<file path="src/rtl/sd_pkg.sv">
// Shared constants and width helpers for the sinc3 sigma-delta decimator.
package sd_pkg;

   localparam int PCM_W     = 32'sd16;
   localparam int CIC_ORDER = 32'sd3;

   typedef logic signed [PCM_W-1:0] pcm_t;

   // Bit growth of a sinc3 filter is 3*log2(DECIM); two extra bits hold the +/-1 input and its sign.
   function automatic int cic_width(input int decim);
      return 32'sd2 + CIC_ORDER * $clog2(decim);
   endfunction

   function automatic int out_shift(input int decim);
      return CIC_ORDER * $clog2(decim) - (PCM_W - 32'sd1);
   endfunction

endpackage

</file>
<file path="src/rtl/sd_decimator_if.sv">
// Bitstream input and PCM output bundle of the sinc3 decimator.
interface sd_decimator_if;
   import sd_pkg::*;

   logic sd_in;
   logic in_valid;
   pcm_t pcm_out;
   logic pcm_valid;

   modport master (output sd_in, output in_valid, input pcm_out, input pcm_valid);
   modport slave  (input sd_in, input in_valid, output pcm_out, output pcm_valid);

endinterface

</file>
<file path="src/rtl/sd_cic_stage.sv">
// One W-bit wrapping CIC integrator; accumulates in_i on cycles where en_i is high.
module sd_cic_stage #(
   parameter int W = 20
) (
   input  logic                clk,
   input  logic                rst,
   input  logic                en_i,
   input  logic signed [W-1:0] in_i,
   output logic signed [W-1:0] acc_o
);

   logic signed [W-1:0] acc_q;
   logic signed [W-1:0] acc_d;

   always_comb begin
      acc_d = acc_q;
      if (en_i) begin
         acc_d = acc_q + in_i;
      end else begin
         acc_d = acc_q;
      end
   end

   always_ff @(posedge clk or posedge rst) begin
      if (rst) begin
         acc_q <= {W{1'b0}};
      end else begin
         acc_q <= acc_d;
      end
   end

   assign acc_o = acc_q;

endmodule

</file>
<file path="src/rtl/sd_decimator.sv">
// sinc3 CIC decimator: 1-bit sigma-delta stream in, saturated Q1.15 PCM out every DECIM accepted bits.
// Defining SD_DECIMATOR_OVF_FLAG_EN adds a sticky saturation flag on output port ovf.
module sd_decimator
   import sd_pkg::*;
#(
   parameter int DECIM = 64
) (
   input  logic          clk,
   input  logic          rst,
   sd_decimator_if.slave bus
`ifdef SD_DECIMATOR_OVF_FLAG_EN
   ,
   output logic          ovf
`endif
);

   localparam int W     = cic_width(DECIM);
   localparam int SHIFT = out_shift(DECIM);
   localparam int CNT_W = $clog2(DECIM);

   localparam logic [CNT_W-1:0]    CNT_LAST  = {CNT_W{1'b1}};
   localparam logic [CNT_W-1:0]    CNT_ONE   = {{(CNT_W-1){1'b0}}, 1'b1};
   localparam logic signed [W-1:0] ONE_W     = {{(W-1){1'b0}}, 1'b1};
   localparam logic signed [W-1:0] PCM_MAX_W = {{(W-PCM_W+1){1'b0}}, {(PCM_W-1){1'b1}}};
   localparam logic signed [W-1:0] PCM_MIN_W = {{(W-PCM_W+1){1'b1}}, {(PCM_W-1){1'b0}}};
   localparam pcm_t                PCM_MAX   = {1'b0, {(PCM_W-1){1'b1}}};
   localparam pcm_t                PCM_MIN   = {1'b1, {(PCM_W-1){1'b0}}};

   logic signed [W-1:0] in_term_s;
   logic signed [W-1:0] int1_s;
   logic signed [W-1:0] int2_s;
   logic signed [W-1:0] int3_s;

   logic [CNT_W-1:0]    cnt_q, cnt_d;
   logic                frame_done_q, frame_done_d;
   logic signed [W-1:0] dly1_q, dly1_d;
   logic signed [W-1:0] dly2_q, dly2_d;
   logic signed [W-1:0] dly3_q, dly3_d;
   logic signed [W-1:0] comb_q, comb_d;
   logic signed [W-1:0] c1_s, c2_s, c3_s;
   logic [1:0]          settle_q, settle_d;
   logic                strobe_pend_q, strobe_pend_d;
   logic signed [W-1:0] scaled_s;
   pcm_t                sat_s;
   pcm_t                pcm_out_q, pcm_out_d;
   logic                pcm_valid_q, pcm_valid_d;

   always_comb begin
      in_term_s = ONE_W;
      if (bus.sd_in) begin
         in_term_s = ONE_W;
      end else begin
         in_term_s = {W{1'b1}};
      end
   end

   sd_cic_stage #(.W(W)) u_int1 (
      .clk   (clk),
      .rst   (rst),
      .en_i  (bus.in_valid),
      .in_i  (in_term_s),
      .acc_o (int1_s)
   );

   sd_cic_stage #(.W(W)) u_int2 (
      .clk   (clk),
      .rst   (rst),
      .en_i  (bus.in_valid),
      .in_i  (int1_s),
      .acc_o (int2_s)
   );

   sd_cic_stage #(.W(W)) u_int3 (
      .clk   (clk),
      .rst   (rst),
      .en_i  (bus.in_valid),
      .in_i  (int2_s),
      .acc_o (int3_s)
   );

   always_comb begin
      cnt_d        = cnt_q;
      frame_done_d = 1'b0;
      if (bus.in_valid) begin
         if (cnt_q == CNT_LAST) begin
            cnt_d        = {CNT_W{1'b0}};
            frame_done_d = 1'b1;
         end else begin
            cnt_d        = cnt_q + CNT_ONE;
            frame_done_d = 1'b0;
         end
      end else begin
         cnt_d        = cnt_q;
         frame_done_d = 1'b0;
      end
   end

   // The last integrator still holds the frame's post-update value on the cycle after the final bit.
   always_comb begin
      c1_s          = int3_s - dly1_q;
      c2_s          = c1_s - dly2_q;
      c3_s          = c2_s - dly3_q;
      dly1_d        = dly1_q;
      dly2_d        = dly2_q;
      dly3_d        = dly3_q;
      comb_d        = comb_q;
      settle_d      = settle_q;
      strobe_pend_d = 1'b0;
      if (frame_done_q) begin
         dly1_d        = int3_s;
         dly2_d        = c1_s;
         dly3_d        = c2_s;
         comb_d        = c3_s;
         strobe_pend_d = (settle_q == 2'd3);
         if (settle_q != 2'd3) begin
            settle_d = settle_q + 2'd1;
         end else begin
            settle_d = settle_q;
         end
      end else begin
         strobe_pend_d = 1'b0;
      end
   end

   always_comb begin
      scaled_s = comb_q >>> SHIFT;
      sat_s    = scaled_s[PCM_W-1:0];
      if (scaled_s > PCM_MAX_W) begin
         sat_s = PCM_MAX;
      end else if (scaled_s < PCM_MIN_W) begin
         sat_s = PCM_MIN;
      end else begin
         sat_s = scaled_s[PCM_W-1:0];
      end
      pcm_valid_d = strobe_pend_q;
      pcm_out_d   = pcm_out_q;
      if (strobe_pend_q) begin
         pcm_out_d = sat_s;
      end else begin
         pcm_out_d = pcm_out_q;
      end
   end

   always_ff @(posedge clk or posedge rst) begin
      if (rst) begin
         cnt_q         <= {CNT_W{1'b0}};
         frame_done_q  <= 1'b0;
         dly1_q        <= {W{1'b0}};
         dly2_q        <= {W{1'b0}};
         dly3_q        <= {W{1'b0}};
         comb_q        <= {W{1'b0}};
         settle_q      <= 2'd0;
         strobe_pend_q <= 1'b0;
         pcm_out_q     <= {PCM_W{1'b0}};
         pcm_valid_q   <= 1'b0;
      end else begin
         cnt_q         <= cnt_d;
         frame_done_q  <= frame_done_d;
         dly1_q        <= dly1_d;
         dly2_q        <= dly2_d;
         dly3_q        <= dly3_d;
         comb_q        <= comb_d;
         settle_q      <= settle_d;
         strobe_pend_q <= strobe_pend_d;
         pcm_out_q     <= pcm_out_d;
         pcm_valid_q   <= pcm_valid_d;
      end
   end

   assign bus.pcm_out   = pcm_out_q;
   assign bus.pcm_valid = pcm_valid_q;

`ifdef SD_DECIMATOR_OVF_FLAG_EN
   logic sat_hit_s;
   logic ovf_q, ovf_d;

   always_comb begin
      sat_hit_s = (scaled_s > PCM_MAX_W) || (scaled_s < PCM_MIN_W);
      ovf_d     = ovf_q;
      if (strobe_pend_q && sat_hit_s) begin
         ovf_d = 1'b1;
      end else begin
         ovf_d = ovf_q;
      end
   end

   always_ff @(posedge clk or posedge rst) begin
      if (rst) begin
         ovf_q <= 1'b0;
      end else begin
         ovf_q <= ovf_d;
      end
   end

   assign ovf = ovf_q;
`endif

endmodule

</file>
<file path="src/flat_wrapper.sv">
// flat-port wrapper written by rule: the top's interface ports become plain ports
module sd_decimator_flat import sd_pkg::*;
#(
   parameter int DECIM = 64
)
  (clk, rst, bus_sd_in, bus_in_valid, bus_pcm_out, bus_pcm_valid);
  sd_decimator_if bus_i ();
  input  logic clk;
  input  logic rst;
  input wire logic [$bits(bus_i.sd_in)-1:0] bus_sd_in;
  input wire logic [$bits(bus_i.in_valid)-1:0] bus_in_valid;
  output wire logic [$bits(bus_i.pcm_out)-1:0] bus_pcm_out;
  output wire logic [$bits(bus_i.pcm_valid)-1:0] bus_pcm_valid;
  assign bus_i.sd_in = bus_sd_in;
  assign bus_i.in_valid = bus_in_valid;
  assign bus_pcm_out = bus_i.pcm_out;
  assign bus_pcm_valid = bus_i.pcm_valid;
  sd_decimator #(.DECIM(DECIM)) u_core (.clk(clk), .rst(rst), .bus(bus_i));
endmodule
</file>
<file path="config.mk">
export PLATFORM = sky130hd
export DESIGN_NAME = sd_decimator_flat
export DESIGN_NICKNAME = d
export VERILOG_FILES = /design/src/rtl/sd_pkg.sv /design/src/rtl/sd_decimator_if.sv /design/src/rtl/sd_cic_stage.sv /design/src/rtl/sd_decimator.sv /design/src/flat_wrapper.sv
export SDC_FILE = /design/constraint.sdc
export NUM_CORES = 1
export LEC_CHECK = 0
export CAP_MARGIN = 20
export CELL_PAD_IN_SITES_DETAIL_PLACEMENT = 1
export CELL_PAD_IN_SITES_GLOBAL_PLACEMENT = 1
export CORE_UTILIZATION = 50
export DETAILED_ROUTE_END_ITERATION = 6
export HOLD_SLACK_MARGIN = 0.03
export MAX_ROUTING_LAYER = met4
export PLACE_DENSITY_LB_ADDON = 0.12
export SLEW_MARGIN = 20
export SYNTH_ARGS = -nofsm -noshare
export SYNTH_HDL_FRONTEND = slang
export SYNTH_SLANG_ARGS = --single-unit
</file>
<file path="constraint.sdc">
create_clock -name clk -period 7 [get_ports clk]
set_input_delay 1.4 -clock clk [delete_from_list [all_inputs] [get_ports clk]]
set_output_delay 1.4 -clock clk [all_outputs]
set_load 0.005 [all_outputs]
</file>
# Yosys cells after proc, flatten, opt, wreduce, memory -nomap -nowiden
# Cells that the tools add are included.
# totals
inputBits	4
regBits	167
elab_cells	34
output_inout_bits	17
# op_classes
n_lt_le_gt_ge	2
n_mux	7
n_addsub	8
n_eq_ne	3
n_reduce_logical	1
# ops
operator	count
$add A20 B20 Y20	3
$sub A20 B20 Y20	3
$mux W16	2
$mux W20	1
$gt A17 B16 Y1 const B	1
$lt A17 B16 Y1 const B	1
$add A6 B1 Y6 const B	1
$eq A6 B6 Y1 const B	1
$mux W6	1
$mux W1	3
$add A2 B1 Y2 const B	1
$eq A2 B2 Y1 const B	1
$ne A2 B2 Y1 const B	1
$reduce_and A2 Y1	1

# Longest topological paths before layout
# depth
word_depth	3
mapped_depth	29
ltp_nobuf	29

# By module
# From an unflattened synthesis, not the netlist that was laid out.
# unflattened
hier_cells	1310
area_unflattened_um2	11997.8
# by_module_without_submodules
mod	instances	cells_per_inst	area_per_inst_um2	seq_area_each_um2
sd_decimator	1	712	6588.8	2602.5
sd_cic_stage at u_core.u_int2 ...	2	199	1804.2	500.5
sd_cic_stage at u_core.u_int1	1	200	1800.5	500.5

# Least setup slack after synthesis
# No wires, ideal clock.
# synth_timing
kind	register -> register
start	reg u_core.u_int3.acc_q[0] (netlist: u_core.u_int3.acc_o[0])
end	reg u_core.comb_q[19]
slack_ns	1.407
t_arrival_ns	5.467
synth_period_minus_slack_ns	5.593
path_buffers	0
required_time_ns	6.875
setup_ns	0.125
stages_incl_launch_ff	28
cell_sequence	dfrtp_1 > inv_1 > ha_1 > fa_1 > nor2b_1 > o21ai_0 > a21boi_0 > o21ai_0 > nand2b_1 > xor2_1 > ha_1 > and3_1 > a2111oi_4 > a21oi_1 > a21o_1 > a221o_1 > a21oi_1 > xnor2_1 > ha_1 > nand3_1 > a21oi_1 > a221oi_1 > o41ai_1 > a211o_1 > a21o_1 > a21oi_1 > xnor3_1 > mux2_4
# synth_between
elab_chain_len	3
# synth_rtl
element	line_no	source
start: declaration	sd_cic_stage.sv:12	logic signed [W-1:0] acc_q;
start signal: assignment	sd_cic_stage.sv:26	acc_q <= {W{1'b0}};
$sub A20 B20 Y20	sd_decimator.sv:100	c1_s = int3_s - dly1_q;
via u_core.c1_s[6]	sd_decimator.sv:40	logic signed [W-1:0] c1_s, c2_s, c3_s;
$sub A20 B20 Y20	sd_decimator.sv:101	c2_s = c1_s - dly2_q;
via u_core.c2_s[13]	sd_decimator.sv:40	
$sub A20 B20 Y20	sd_decimator.sv:102	c3_s = c2_s - dly3_q;
end signal: assignment	sd_decimator.sv:151	comb_q <= {W{1'b0}};
end signal: assignment	sd_decimator.sv:162	comb_q <= comb_d;
end: declaration	sd_decimator.sv:39	logic signed [W-1:0] comb_q, comb_d;
# The timed path passes the listed nets, and every way through them passes these cells.
# A chain may end at the register's enable or synchronous reset.

# Worst setup path after layout
# Same ends and word-level chain as after synthesis.

==> flow_summary.yaml <==
status:
  status: "complete, no violations"
worst_setup_path:
  r2r_slack_ns: 0.69
  cp_common_cell: "a21oi_1"
  end_kind: "register"
  reg2regPathDepth: 28
  critPathRequiredTime_ns: 7.31
  worst_setup_path_start_kind: "register"
  r2r_start: "u_core.u_int3.acc_o[0]"
  critPathArrivalTime_ns: 6.62
  critPathKind: "register to register"
  cpMaxStageDelayCell: "fa_1"
  crit_fanout: 6
  r2r_end: "u_core.comb_q[19]"
  slowest_delay_ns: 0.41
place:
  portBuffers: 20
  dpl_cell_area_um2: 11700
  gp_congestion: 0.846
  pre_cts_slack_ns: 0.693
  dp_hpwl_um: 17400
clocking:
  cts_buffers: 17
  root_buffer: "clkbuf_16"
  cts_buffer_depth: 2
  cts_resized: 0
  cts_post_setup_buffers_inserted: 0
  clkTransAtPathRegs_ns: 0.07
  htree_levels: 4
  worstSkewPairLatency_ns: 0.43
  holdBufCountCts: 0
  clock_sinks: 164
  cts_tree: "yes"
synthesis:
  synth_fp_nets: 1294
  synth_seq_cells: 164
  avgSynthCellArea_um2: 9.58
  synth_edf_count: 0
  synth-main-ff-cell: "dfrtp_1"
  synth_top_area_share_pct: 36.6
  syn_area_um2: 11200
  synthSimpleGateAreaFrac_pct: 11.1
  synth_top_family_by_area: "compound AO/OA/AOI/OAI gates"
  syn_inst: 1171
  synth_top_cell_by_area: "dfrtp_1"
  synthMuxAreaShare_pct: 8.50
  synth_compound_area_share_pct: 17.2
  ys_seq_area_share_pct: 36.6
  synth_xor_area_share_pct: 7.76
  ys_warn_count: 0
  synthArstFlopShare_pct: 100
  yosys-top-cells-area: "dfrtp_1 (37%), ha_1 (13%), mux2_2 (7.8%)"
  synthAdderAreaFrac_pct: 14.8
  yosysUniqueCellTypes: 66
floorplan:
  coreArea_um2: 21900
  start_util_pct: 51.2
  rows: 54
  dieArea_um2: 23000
  dieHeight_um: 152
  die_w_um: 152
  pin_count: 21
final_layout:
  drive_above_1_share_pct: 10.9
  num_antenna_cells: 0
  stdcell_area_um2: 12300
  area_growth_pct: 9.92
  nets: 1307
routing:
  drtPass1Iterations: 6
  routed_wirelength_um: 23200
  ant_nets: 0
  drtIter0Drc: 188
  drt-vias-per-instance: 5.67
  drcViolationCount: 0
  wl_per_cell_um: 15.7
  num_vias: 8373
timing:
  period_share_pct: 90.1
  setup_tns_ns: 0
  finalHoldViolCount: 0
  worst_pin_slew_ns: 0.913
  hold_slack_ns: 0.480
  fmax_ghz: 0.159
  fin_skew_ns: 0.0117
  rsz0062_at_grt: "no"
  setup_viol: 0
  setup_ws_ns: 0.693
  fin_crit_ns: 6.31
  slew_headroom_pct: 39.1
  slew_viol_final: 0
worst_hold_path:
  holdPathStages: 1
  min-delay-start: "u_core.settle_q[0]"
  whs_endpoint: "u_core.settle_q[0]"
  hold_class: "register to register"
global_routing:
  antenna_found_initial: 0
  grt_use_total_pct: 22.1
  overflow: 0
  first_global_vias: 8764
  grt_max_degree: 90
  grt_pass1_wl_um: 40000
job:
  maxCapViolations: 0
[registers in the layout, indices dropped and copies added (netlist names)]
signal	flops
u_core.dly1_q	20
u_core.dly2_q	20
u_core.dly3_q	20
u_core.u_int1.acc_o	20
u_core.u_int2.acc_o	20
u_core.u_int3.acc_o	20
u_core.comb_q	17
u_core.bus.pcm_out	16
u_core.cnt_q	6
u_core.settle_q	2
u_core.bus.pcm_valid	1
u_core.frame_done_q	1
u_core.pcm_valid_d	1
[layout by cell type (no fill, tap or decap), drive strengths merged, types with 6 or more instances in the layout]
cell type,synthesis,final
a211oi,10,10
a21o,26,26
a21oi,90,90
and2,7,7
and3,6,6
buf,10,7
clkbuf,22,21
clkdlybuf4s50,0,19
dfrtp,164,164
ha,114,114
inv,90,92
maj3,13,13
mux2,79,79
mux2i,6,6
nand2,92,92
nand2b,13,13
nand3,18,18
nand4,11,11
nor2,69,69
nor2b,18,18
nor3,9,9
o21a,20,20
o21ai,87,87
o21bai,10,10
o31ai,11,11
or3,7,7
xnor2,67,67
xor2,29,29
[critical path, delay by kind of cell, from the launching register on]
kind | cells | cell delay (ns)
AND/OR/NAND/NOR | 4 | 0.60
flip-flops | 1 | 0.38
XOR/XNOR | 3 | 0.58
multiplexers | 1 | 0.26
AO/OA/AOI/OAI | 14 | 2.85
adder cells (fa/ha/maj) | 4 | 1.27
buffers and inverters | 2 | 0.24
[synth_stat cells, types with 4 or more instances]
cell / number
nand4_1: 11
maj3_1: 13
inv_1: 90
nor3_1: 9
xnor2_1: 66
o21bai_1: 10
a21oi_1: 90
a21o_1: 26
o31ai_1: 10
dfrtp_1: 164
mux2_2: 78
or2_2: 5
o21a_1: 20
a31o_2: 4
buf_1: 9
or3_1: 7
a211oi_1: 10
xor2_1: 29
a31oi_1: 4
nand2b_1: 13
nand2_1: 92
a22o_1: 4
ha_1: 114
o21ai_0: 85
and2_1: 7
and3_1: 6
clkbuf_1: 22
nor2_1: 69
nor2b_1: 18
mux2i_1: 6
fa_1: 5
a21boi_0: 4
nand3_1: 18
[per-layer routing]
layer	up-vias	GRT usage (%)	wire length (µm)	share of wire [%]
met4	0	6.88	425	1.8
li1	4187	-	-	-
met1	4095	24.9	10200	44
met2	57	40.7	12300	53
met5	-	-	0	0
met3	34	2.43	254	1.1
[worst max path at each step]
stage	from	to	slack [ns]	cells past startpoint
2_1_floorplan	rst	u_core.bus.pcm_out[0]	1.17	1
5_1_grt	u_core.u_int3.acc_o[0]	u_core.comb_q[19]	0.29	28
3_5_place_dp	u_core.u_int3.acc_o[0]	u_core.comb_q[19]	0.69	28
4_1_cts	u_core.u_int3.acc_o[0]	u_core.comb_q[19]	0.67	28
3_3_place_gp	u_core.u_int3.acc_o[0]	u_core.comb_q[19]	0.94	28
6_report	u_core.u_int3.acc_o[0]	u_core.comb_q[19]	0.69	28
[stage by stage]
stage,util (%),instances
5_1_grt,56.3,1477
4_1_cts,56.3,1477
3_5_place_dp,53.4,1445
2_1_floorplan,-,1171
6_report,56.3,1477
3_3_place_gp,53.4,1445
[cell families (layout without fill, tap and decap cells)]
| family | Yosys count | in the layout |
|---|---|---|
| multiplexers | 85 | 85 |
| flip-flops | 164 | 164 |
| AO/OA/AOI/OAI | 305 | 305 |
| AND/OR/NAND/NOR | 266 | 266 |
| buffers and inverters | 122 | 148 |
| adder cells (fa/ha/maj) | 132 | 132 |
| XOR/XNOR | 97 | 97 |
[cell type report]
class / instances / area [µm²]
fill: 2463 / 9560
multi-input combinational: 885 / 6650
sequential: 164 / 4110
clock buffer: 21 / 460
tap: 280 / 350
inverter: 90 / 343
timing repair buffer: 26 / 240
clock inverter: 11 / 174
Power is not shown: default switching activity piles up to over one toggle a cycle in this logic, so the estimate is an artifact.
